### config.mk
export PLATFORM = sky130hd
export DESIGN_NAME = demux_1ton_reg
export DESIGN_NICKNAME = d
export VERILOG_FILES = /design/src/rtl/demux_pkg.sv /design/src/rtl/demux_rr_ptr.sv /design/src/rtl/demux_1ton_reg.sv
export SDC_FILE = /design/constraint.sdc
export NUM_CORES = 1
export LEC_CHECK = 0
export BUFFER_PORTS_ARGS = -buffer_cell sky130_fd_sc_hd__buf_2
export CORE_ASPECT_RATIO = 0.75
export CORE_MARGIN = 2
export CORE_UTILIZATION = 45
export DETAILED_ROUTE_END_ITERATION = 12
export PLACE_DENSITY = 0.74
export SETUP_SLACK_MARGIN = 0.3
export SLEW_MARGIN = 20
export SYNTH_ARGS = -nofsm -noshare
export SYNTH_HDL_FRONTEND = slang
export SYNTH_SLANG_ARGS = --single-unit
export TNS_END_PERCENT = 100
### constraint.sdc
create_clock -name clk -period 2.6 [get_ports clk]
set_input_delay 0.39 -clock clk [delete_from_list [all_inputs] [get_ports clk]]
set_output_delay 0.39 -clock clk [all_outputs]
set_load 0.02 [all_outputs]
### src/rtl/demux_pkg.sv
// demux_pkg
// Shared definitions for the registered 1-to-N demultiplexer:
//   MODE_EXPL / MODE_AUTO  encodings of the mode input
//   demux_state_e          sequencing state that follows the registered mode
//   lane_in_range()        true when a select value addresses an existing lane
package demux_pkg;

  localparam logic MODE_EXPL = 1'b0;
  localparam logic MODE_AUTO = 1'b1;

  typedef enum logic {
    ST_EXPL = 1'b0,
    ST_AUTO = 1'b1
  } demux_state_e;

  // When N is not a power of two some select codes point past the last lane.
  function automatic logic lane_in_range(input int unsigned sel, input int unsigned n);
    return sel < n;
  endfunction

endpackage

### src/rtl/demux_rr_ptr.sv
// demux_rr_ptr
// Round-robin lane pointer for auto mode.
// Ports:
//   clk        rising-edge clock
//   rst        asynchronous active-high reset (pointer -> 0)
//   clr_i      synchronous clear (pointer -> 0), wins over everything
//   restart_i  mode changed this cycle: pointer restarts from lane 0
//   inc_i      auto-mode write accepted: advance past the lane just written
//   ptr_o      current pointer (lane used by the next auto write)
module demux_rr_ptr
  import demux_pkg::*;
#(
  parameter int N  = 8,
  parameter int SW = $clog2(N)
) (
  input  logic          clk,
  input  logic          rst,
  input  logic          clr_i,
  input  logic          restart_i,
  input  logic          inc_i,
  output logic [SW-1:0] ptr_o
);

  localparam logic [SW-1:0] LAST = SW'(N - 1);

  logic [SW-1:0] ptr_q;
  logic [SW-1:0] ptr_d;
  logic [SW-1:0] base;

  // On a mode change the write in that same cycle already uses lane 0, so
  // the increment is applied to the restarted value, not the stale pointer.
  // Wrapping compares against N-1 explicitly so codes >= N never appear.
  always_comb begin
    base  = restart_i ? '0 : ptr_q;
    ptr_d = base;
    if (clr_i) begin
      ptr_d = '0;
    end else if (inc_i) begin
      ptr_d = (base == LAST) ? '0 : base + SW'(1);
    end
  end

  always_ff @(posedge clk or posedge rst) begin
    if (rst) begin
      ptr_q <= '0;
    end else begin
      ptr_q <= ptr_d;
    end
  end

  assign ptr_o = ptr_q;

endmodule

### src/rtl/demux_1ton_reg.sv
// demux_1ton_reg
// Registered 1-to-N demultiplexer. Each accepted word is written into one
// lane register which then holds until rewritten or cleared. Explicit mode
// steers by S; auto mode walks lanes round-robin and so rebuilds a frame
// that an upstream mux serialised.
// Ports:
//   clk, rst     clock, asynchronous active-high reset
//   clr          synchronous clear of lanes, pointer and strobes
//   mode         0 = explicit select (S), 1 = auto round-robin
//   in_valid, D  write strobe and data word
//   S            target lane in explicit mode
//   Y            lane registers, lane k = Y[k*W +: W]
//   Y_valid      one-cycle strobe per lane written
//   frame_done   one-cycle pulse when auto mode writes lane N-1
//   ptr          auto-mode pointer
//   sel_err      one-cycle pulse on a dropped out-of-range explicit write
// Build option: define DEMUX_ERR_EN to drive sel_err; otherwise it is tied 0.
module demux_1ton_reg
  import demux_pkg::*;
#(
  parameter int N  = 8,
  parameter int W  = 1,
  parameter int SW = $clog2(N)
) (
  input  logic            clk,
  input  logic            rst,
  input  logic            clr,
  input  logic            mode,
  input  logic            in_valid,
  input  logic [W-1:0]    D,
  input  logic [SW-1:0]   S,
  output logic [N*W-1:0]  Y,
  output logic [N-1:0]    Y_valid,
  output logic            frame_done,
  output logic [SW-1:0]   ptr,
  output logic            sel_err
);

  localparam logic [SW-1:0] LAST = SW'(N - 1);

  demux_state_e  state_q;
  logic          modeChange;
  logic          autoNow;
  logic          inRange;
  logic          writeEn;
  logic [SW-1:0] laneSel;
  logic          frameDone_q;

  // Sequencing state simply follows the mode input one cycle late; the
  // difference between the two is what marks a mode change.
  always_ff @(posedge clk or posedge rst) begin
    if (rst) begin
      state_q <= ST_EXPL;
    end else begin
      case (state_q)
        ST_EXPL: if (mode == MODE_AUTO) state_q <= ST_AUTO;
        ST_AUTO: if (mode == MODE_EXPL) state_q <= ST_EXPL;
      endcase
    end
  end

  // A write in the cycle of a mode change already follows the new mode and,
  // in auto mode, lands on lane 0 because the pointer is restarting.
  always_comb begin
    autoNow    = (mode == MODE_AUTO);
    modeChange = autoNow != (state_q == ST_AUTO);
    laneSel    = autoNow ? (modeChange ? '0 : ptr) : S;
    inRange    = autoNow || lane_in_range(32'(S), N);
    writeEn    = in_valid && !clr && inRange;
  end

  demux_rr_ptr #(.N(N), .SW(SW)) u_ptr (
    .clk       (clk),
    .rst       (rst),
    .clr_i     (clr),
    .restart_i (modeChange),
    .inc_i     (writeEn && autoNow),
    .ptr_o     (ptr)
  );

  for (genvar k = 0; k < N; k++) begin : g_lane
    localparam logic [SW-1:0] K = SW'(k);
    logic [W-1:0] lane_q;
    logic         valid_q;
    logic         hit;

    assign hit = writeEn && (laneSel == K);

    // clr needs no special case for the strobe: writeEn is already low.
    always_ff @(posedge clk or posedge rst) begin
      if (rst) begin
        lane_q  <= '0;
        valid_q <= 1'b0;
      end else if (clr) begin
        lane_q  <= '0;
        valid_q <= 1'b0;
      end else begin
        if (hit) lane_q <= D;
        valid_q <= hit;
      end
    end

    assign Y[k*W +: W] = lane_q;
    assign Y_valid[k]  = valid_q;
  end

  always_ff @(posedge clk or posedge rst) begin
    if (rst) begin
      frameDone_q <= 1'b0;
    end else begin
      frameDone_q <= writeEn && autoNow && (laneSel == LAST);
    end
  end

  assign frame_done = frameDone_q;

`ifdef DEMUX_ERR_EN
  logic selErr_q;

  always_ff @(posedge clk or posedge rst) begin
    if (rst) begin
      selErr_q <= 1'b0;
    end else begin
      selErr_q <= in_valid && !clr && !inRange;
    end
  end

  assign sel_err = selErr_q;
`else
  assign sel_err = 1'b0;
`endif

endmodule
==> results of run 1 <==
## logic make-up (layout without fill, tap and decap cells)
family	after synthesis	in the layout	synth area share, %
compound gates	9	9	8.86
flops	21	21	47.1
mux	10	10	9.53
xor+xnor	3	3	2.35
other cells	1	1	0.336
simple gates	36	36	18.6
buf+inv	21	33	13.2
## cells in the final DEF (no fill, tap or decap)
| master | n |
|---|---|
| a2111oi_4 | 1 |
| a21oi_1 | 4 |
| a221oi_2 | 1 |
| a221oi_4 | 1 |
| and2_1 | 2 |
| and3_1 | 1 |
| and4b_1 | 1 |
| buf_2 | 28 |
| clkbuf_4 | 3 |
| clkinv_2 | 1 |
| conb_1 | 1 |
| dfrtp_1 | 21 |
| inv_1 | 1 |
| mux2_1 | 5 |
| mux2i_1 | 5 |
| nand2_1 | 2 |
| nand2b_1 | 2 |
| nand3_1 | 3 |
| nand3b_1 | 1 |
| nand4_1 | 2 |
| nand4b_2 | 1 |
| nor2_1 | 11 |
| nor2b_1 | 7 |
| nor3_1 | 1 |
| nor3b_1 | 1 |
| o21ai_0 | 1 |
| o21ai_1 | 1 |
| or3b_4 | 1 |
| xnor2_1 | 2 |
| xor2_1 | 1 |
## metrics by stage
| step | cells | area (um^2) | util, % | power (W) | hold WS [ns] |
|---|---|---|---|---|---|
| floorplan | 101 | 1120 | - | 0.000395 | 0.367 |
| global placement | 143 | 1150 | 49.6 | 0.000410 | 0.498 |
| detailed placement | 143 | 1150 | 49.6 | 0.000411 | 0.510 |
| CTS | 147 | 1180 | 50.8 | 0.000570 | 0.230 |
| global route | 147 | 1180 | 50.8 | 0.000594 | 0.263 |
| finish | 147 | 1180 | 50.8 | 0.000560 | 0.199 |
## worst max path at each step
stage | start | to | slack [ns] | cells past startpoint
6_report | state_q$_DFF_PP0_ | g_lane[7].lane_q$_DFFE_PP0P_ | 0.96 | 4
3_3_place_gp | mode | g_lane[1].lane_q$_DFFE_PP0P_ | 0.84 | 5
4_1_cts | state_q$_DFF_PP0_ | g_lane[7].lane_q$_DFFE_PP0P_ | 0.95 | 4
5_1_grt | state_q$_DFF_PP0_ | g_lane[7].lane_q$_DFFE_PP0P_ | 0.83 | 4
3_5_place_dp | mode | g_lane[7].lane_q$_DFFE_PP0P_ | 0.79 | 5
2_1_floorplan | u_ptr.ptr_o[0]$_DFF_PP0_ | g_lane[3].lane_q$_DFFE_PP0P_ | 1.09 | 4
## synth_stat cells, drive strengths merged (3+ instances only)
cell type,n,share of area (%)
a21oi,4,1.8
buf,19,13
dfrtp,21,47
mux2,5,5.0
mux2i,5,4.5
nand3,3,1.3
nor2,11,3.7
nor2b,7,3.9
## critical path, stage by stage (launching register included)
cell and delay [ns]:
dfrtp_1 0.54, nand3_1 0.24, a221oi_2 0.42, mux2i_1 0.27, nor2_1 0.06
## registers in the layout, indices dropped and copies added (netlist names)
register	cells
state_q	1
g_lane.valid_q	8
g_lane.lane_q	8
frame_done	1
u_ptr.ptr_o	3
## area by class of cell
type,instances,area share (%)
clock inverter,1,0.423
clock buffer,3,1.90
multi-input combinational,59,37.5
sequential,21,44.4
tap,34,3.60
inverter,1,0.317
timing repair buffer,28,11.9
## power by group
group	switching, W	total [W]	internal [W]
clock network	0.0000983	0.000156	0.0000574
logic	0.0000436	0.0000657	0.0000221
registers	0.00000619	0.000339	0.000333
## routing by layer
metal / GRT usage (%) / vias up
met3: 5.23 / 2
met2: 25.5 / 27
li1: - / 348
met1: 21.1 / 345
met5: 0 / -
met4: 3.40 / 0
==> out/qor.csv, run 1 <==
stage,metric,value,unit
timing,tightest_slew,0.774,ns
worst_setup_path,critPathMaxFanout,10,
floorplanning,die_area,2900,um^2
worst_setup_path,worstSetupEndpointType,flip-flop,
floorplanning,die_h,47.1,um
timing,fin_skew,0.0129,ns
cells_and_area,nNetsFinal,123,
cells_and_area,area_delta_synth_final,5.94,%
timing,rsz0062_at_grt,no,
clocking,cts_tree,done,
yosys,synth.avg_cell_area,11.1,um^2
clocking,htreeDepth,1,
clocking,hold_buffers,0,
yosys,ys_warn_count,0,
worst_setup_path,worst_r2r_startpoint,state_q$_DFF_PP0_,
routing,wl_met2,896,um
pwr,irDropWorstVdd,0.288,mV
timing,max_freq,610,MHz
timing,slew_viol_final,0,
run_status,status,completed,
yosys,syn_inst,101,
routing,wl_met3,109,um
global_route,grt_pass1_vias,666,
yosys,ys_seq_elements,21,
global_route,grt_max_degree,22,
yosys,syn-num-nets,110,
routing,wire_per_inst,13.6,um
clocking,cts-root-buf,clkbuf_4,
clocking,clkSinkCount,21,
floorplanning,die_width,61.5,um
clocking,cts.reportedPaths.clkPinSlew,0.12,ns
routing,drt-initial-drc-count,5,
pwr,leakage,0.617,nW
cells_and_area,ff_latch_area,526,um^2
job,cap_violations,0,
worst_setup_path,cp.required,2.80,ns
worst_setup_path,crit_arrival,1.84,ns
worst_setup_path,r2r_end,g_lane[7].lane_q$_DFFE_PP0P_,
yosys,synth-seq-area-share,47.1,%
global_route,grt-ovfl-total,0,
routing,wl,2000,um
floorplanning,core_region_area,2330,um^2
floorplanning,rows,15,
floorplanning,start_util,48.0,%
cells_and_area,multi_input_area,443,um^2
timing,fin_crit,1.64,ns
yosys,async_reset_ff_share,100,%
clocking,cts_resized,0,
clocking,cts-buffers-inserted,3,
worst_setup_path,worstRegToRegCells,4,
placed_design,place_congestion,0.828,
timing,hold_viol,0,
routing,via_per_inst,4.91,
worst_setup_path,crit_type,flip-flop to flip-flop,
routing,drc_errors,0,
worst_setup_path,r2r_slack,0.96,ns
global_route,antenna_found_initial,0,
yosys,synth_edf_count,0,
routing,top_layer_used,met4,
timing,tns,0,ns
routing,drtPass1Iterations,5,
yosys,ys.flop_type,dfrtp_1,
timing,post-route-period-util,63.0,%
placed_design,dp_hpwl,1450,um
clocking,cts_setup_buffers,0,
global_route,track_usage,15.8,%
cells_and_area,insertedDiodeCount,0,
floorplanning,io-pin-count,30,
global_route,grt_pass1_wl,3170,um
worst_setup_path,critPathLaunchType,flip-flop,
routing,via_count,722,
placed_design,io_buffers,28,
cells_and_area,nFillCells,233,
clocking,clock_path_buffers,2,
clocking,clock_latency,0.31,ns
timing,setup_viol,0,
routing,wl_met1,982,um
routing,final_antenna_net_count,0,
hold_path,hp-class,primary input to asynchronous set/reset pin,
pwr,power.density,474,nW/um^2
timing,slew_headroom,48.4,%
yosys,synth_cell_types,30,
placed_design,place_ws,0.792,ns
timing,fin_ws,0.961,ns
yosys,synth_area,1120,um^2
cells_and_area,drive_gt1_share,32.7,%
Note: power is estimated with default switching activity, not from simulation.
==> run 2: changes to the inputs <==
==> constraint.sdc (replaced) <==
create_clock -name clk -period 1.6 [get_ports clk]
set_input_delay 0.24 -clock clk [delete_from_list [all_inputs] [get_ports clk]]
set_output_delay 0.24 -clock clk [all_outputs]
set_load 0.02 [all_outputs]
==> run 2 against run 1 <==
Net effect: register-to-register slack got worse by 0.82 ns; die area unchanged; sequential share of layout area shrank 5.7 points; worst hold slack better by 0.096 ns; routed wire length is 12% higher; critical path depth did not move; total power grew 69%; non-clock buffer count is 13 higher.
==> out/qor.csv, run 2 (synthesis gave the netlist of run 1 again) <==
stage,metric,value,unit,change
worst_setup_path,crit_start,state_q$_DFF_PP0_,,unchanged
floorplanning,die_h,47.1,um,unchanged
routing,final_antenna_net_count,0,,unchanged
global_route,track_usage,17.5,%,was 15.8%
floorplanning,io-pin-count,30,,unchanged
placed_design,dp_hpwl,1570,um,was 1450 um
clocking,cts_tree,done,,unchanged
clocking,cts-buffers-inserted,3,,unchanged
worst_setup_path,worst_r2r_startpoint,state_q$_DFF_PP0_,,unchanged
routing,wire_per_inst,14.0,um,was 13.6 um
clocking,clkSinkCount,21,,unchanged
clocking,clock_latency,0.30,ns,was 0.31 ns
pwr,leakage,0.698,nW,was 0.617 nW
placed_design,io_buffers,28,,unchanged
routing,wl,2240,um,was 2000 um
global_route,grt_pass1_vias,763,,was 666
worst_setup_path,critPathMaxFanout,6,,was 10
clocking,htreeDepth,1,,unchanged
timing,rsz0062_at_grt,yes,,was no
clocking,clock_path_buffers,2,,unchanged
cells_and_area,insertedDiodeCount,0,,unchanged
routing,via_per_inst,4.87,,was 4.91
hold_path,hold_path.startpoint,S[1],,
worst_setup_path,crit_arrival,1.65,ns,was 1.84 ns
hold_path,hp-class,primary input to flip-flop,,was primary input to asynchronous set/reset pin
timing,tns,0,ns,unchanged
cells_and_area,area_delta_synth_final,22.8,%,was 5.94%
pwr,power.density,690,nW/um^2,was 474 nW/um^2
cells_and_area,mostFrequentLayoutCells,"buf_2, dfrtp_1, buf_4, nor2_1, nor2b_1",,"was buf_2, dfrtp_1, nor2_1, nor2b_1"
global_route,grt_max_degree,22,,unchanged
worst_setup_path,crit_type,flip-flop to flip-flop,,unchanged
routing,drtPass1Iterations,4,,was 5
routing,drc_errors,0,,unchanged
timing,slew_viol_final,0,,unchanged
global_route,grt-ovfl-total,0,,unchanged
cells_and_area,layout_commonest_cell,buf_2,,unchanged
timing,fin_crit,1.46,ns,was 1.64 ns
floorplanning,die_width,61.5,um,unchanged
run_status,status,completed,,unchanged
global_route,grt_pass1_wl,3570,um,was 3170 um
worst_setup_path,r2r_slack,0.14,ns,was 0.96 ns
worst_setup_path,cp.required,1.80,ns,was 2.80 ns
timing,post-route-period-util,91.1,%,was 63.0%
pwr,irDropWorstVdd,0.433,mV,was 0.288 mV
floorplanning,start_util,48.0,%,unchanged
global_route,antenna_found_initial,0,,unchanged
routing,via_count,779,,was 722
timing,hold_viol,0,,unchanged
timing,max_freq,686,MHz,was 610 MHz
worst_setup_path,critPathLaunchType,flip-flop,,unchanged
timing,setup_viol,0,,unchanged
floorplanning,core_region_area,2330,um^2,unchanged
pwr,power,0.000945,W,was 0.000560 W
floorplanning,die_area,2900,um^2,unchanged
worst_setup_path,worstSetupEndpointType,flip-flop,,unchanged
clocking,cts.reportedPaths.clkPinSlew,0.11,ns,was 0.12 ns
placed_design,place_congestion,0.797,,was 0.828
job,cap_violations,0,,unchanged
routing,drt-initial-drc-count,20,,was 5
timing,fin_skew,0.00286,ns,was 0.0129 ns
floorplanning,rows,15,,unchanged
cells_and_area,drive_gt1_share,50.8,%,was 32.7%
clocking,cts-root-buf,clkbuf_4,,unchanged
cells_and_area,nNetsFinal,136,,was 123
[run 2: changes by cell type in the layout (fill, tap and decap cells not counted), moves of 3 or more]
cell,delta
buf_4,+11
buf_6,+3
dfrtp_1,-4
dfrtp_2,+4
nor2_1,-3
nor2_2,+3
[run 2: critical path, stage by stage, from the launching register on]
cell and delay, ns:
dfrtp_2 0.44, nand4_1 0.24, a2111oi_4 0.39, mux2i_1 0.23, nor2_1 0.05
[run 2: path summary, 6_finish.rpt]
check | endpoint | cells after the start
worst max-delay path | g_lane[3].lane_q$_DFFE_PP0P_ | 4
worst min-delay path | g_lane[2].valid_q$_DFF_PP0_ | 3
worst max register to register | g_lane[3].lane_q$_DFFE_PP0P_ | 4
worst min register to register | g_lane[5].lane_q$_DFFE_PP0P_ | 2
max in group asynchronous | u_ptr.ptr_o[0]$_DFF_PP0_ | 4
min in group asynchronous | g_lane[3].valid_q$_DFF_PP0_ | 4
[run 2: layout make-up]
class	instances	area [um^2]
sequential	21	531
multi-input combinational	59	510
clock buffer	4	26.3
timing repair buffer	41	256
fill	215	957
inverter	1	3.75
tap	34	42.5
[run 2: routing by layer]
layer / global-route usage [%] / share of wire [%] / wire [um]
met5: 0 / 0 / 0
met4: 3.83 / 0 / 0
met3: 4.96 / 7.0 / 156
met2: 28.0 / 43 / 965
met1: 24.1 / 50 / 1110
[run 2: power breakdown]
group,internal (W),switching (W)
Combinational,0.0000608,0.0000868
Sequential,0.000541,0.00000824
Clock,0.0000972,0.000151
[run 2: what timing repair did]
action	in CTS	in global routing
endpoints found under the setup margin	10	13
buffers inserted	6	1
endpoints found under the hold margin	21	0
pin swaps	6	4
resized for setup	5	11
hold buffers	1	0
[run 2: through the flow]
step | cell area (um^2) | hold slack, ns | setup WS, ns | instances | utilization, %
2_1_floorplan | 1140 | 0.216 | 0.205 | 101 | -
3_3_place_gp | 1220 | 0.277 | 0.0850 | 148 | 52.4
3_5_place_dp | 1220 | 0.277 | 0.0591 | 148 | 52.4
4_1_cts | 1310 | 0.273 | 0.161 | 159 | 56.5
5_1_grt | 1370 | 0.275 | 0.0738 | 160 | 58.9
6_report | 1370 | 0.295 | 0.143 | 160 | 58.9
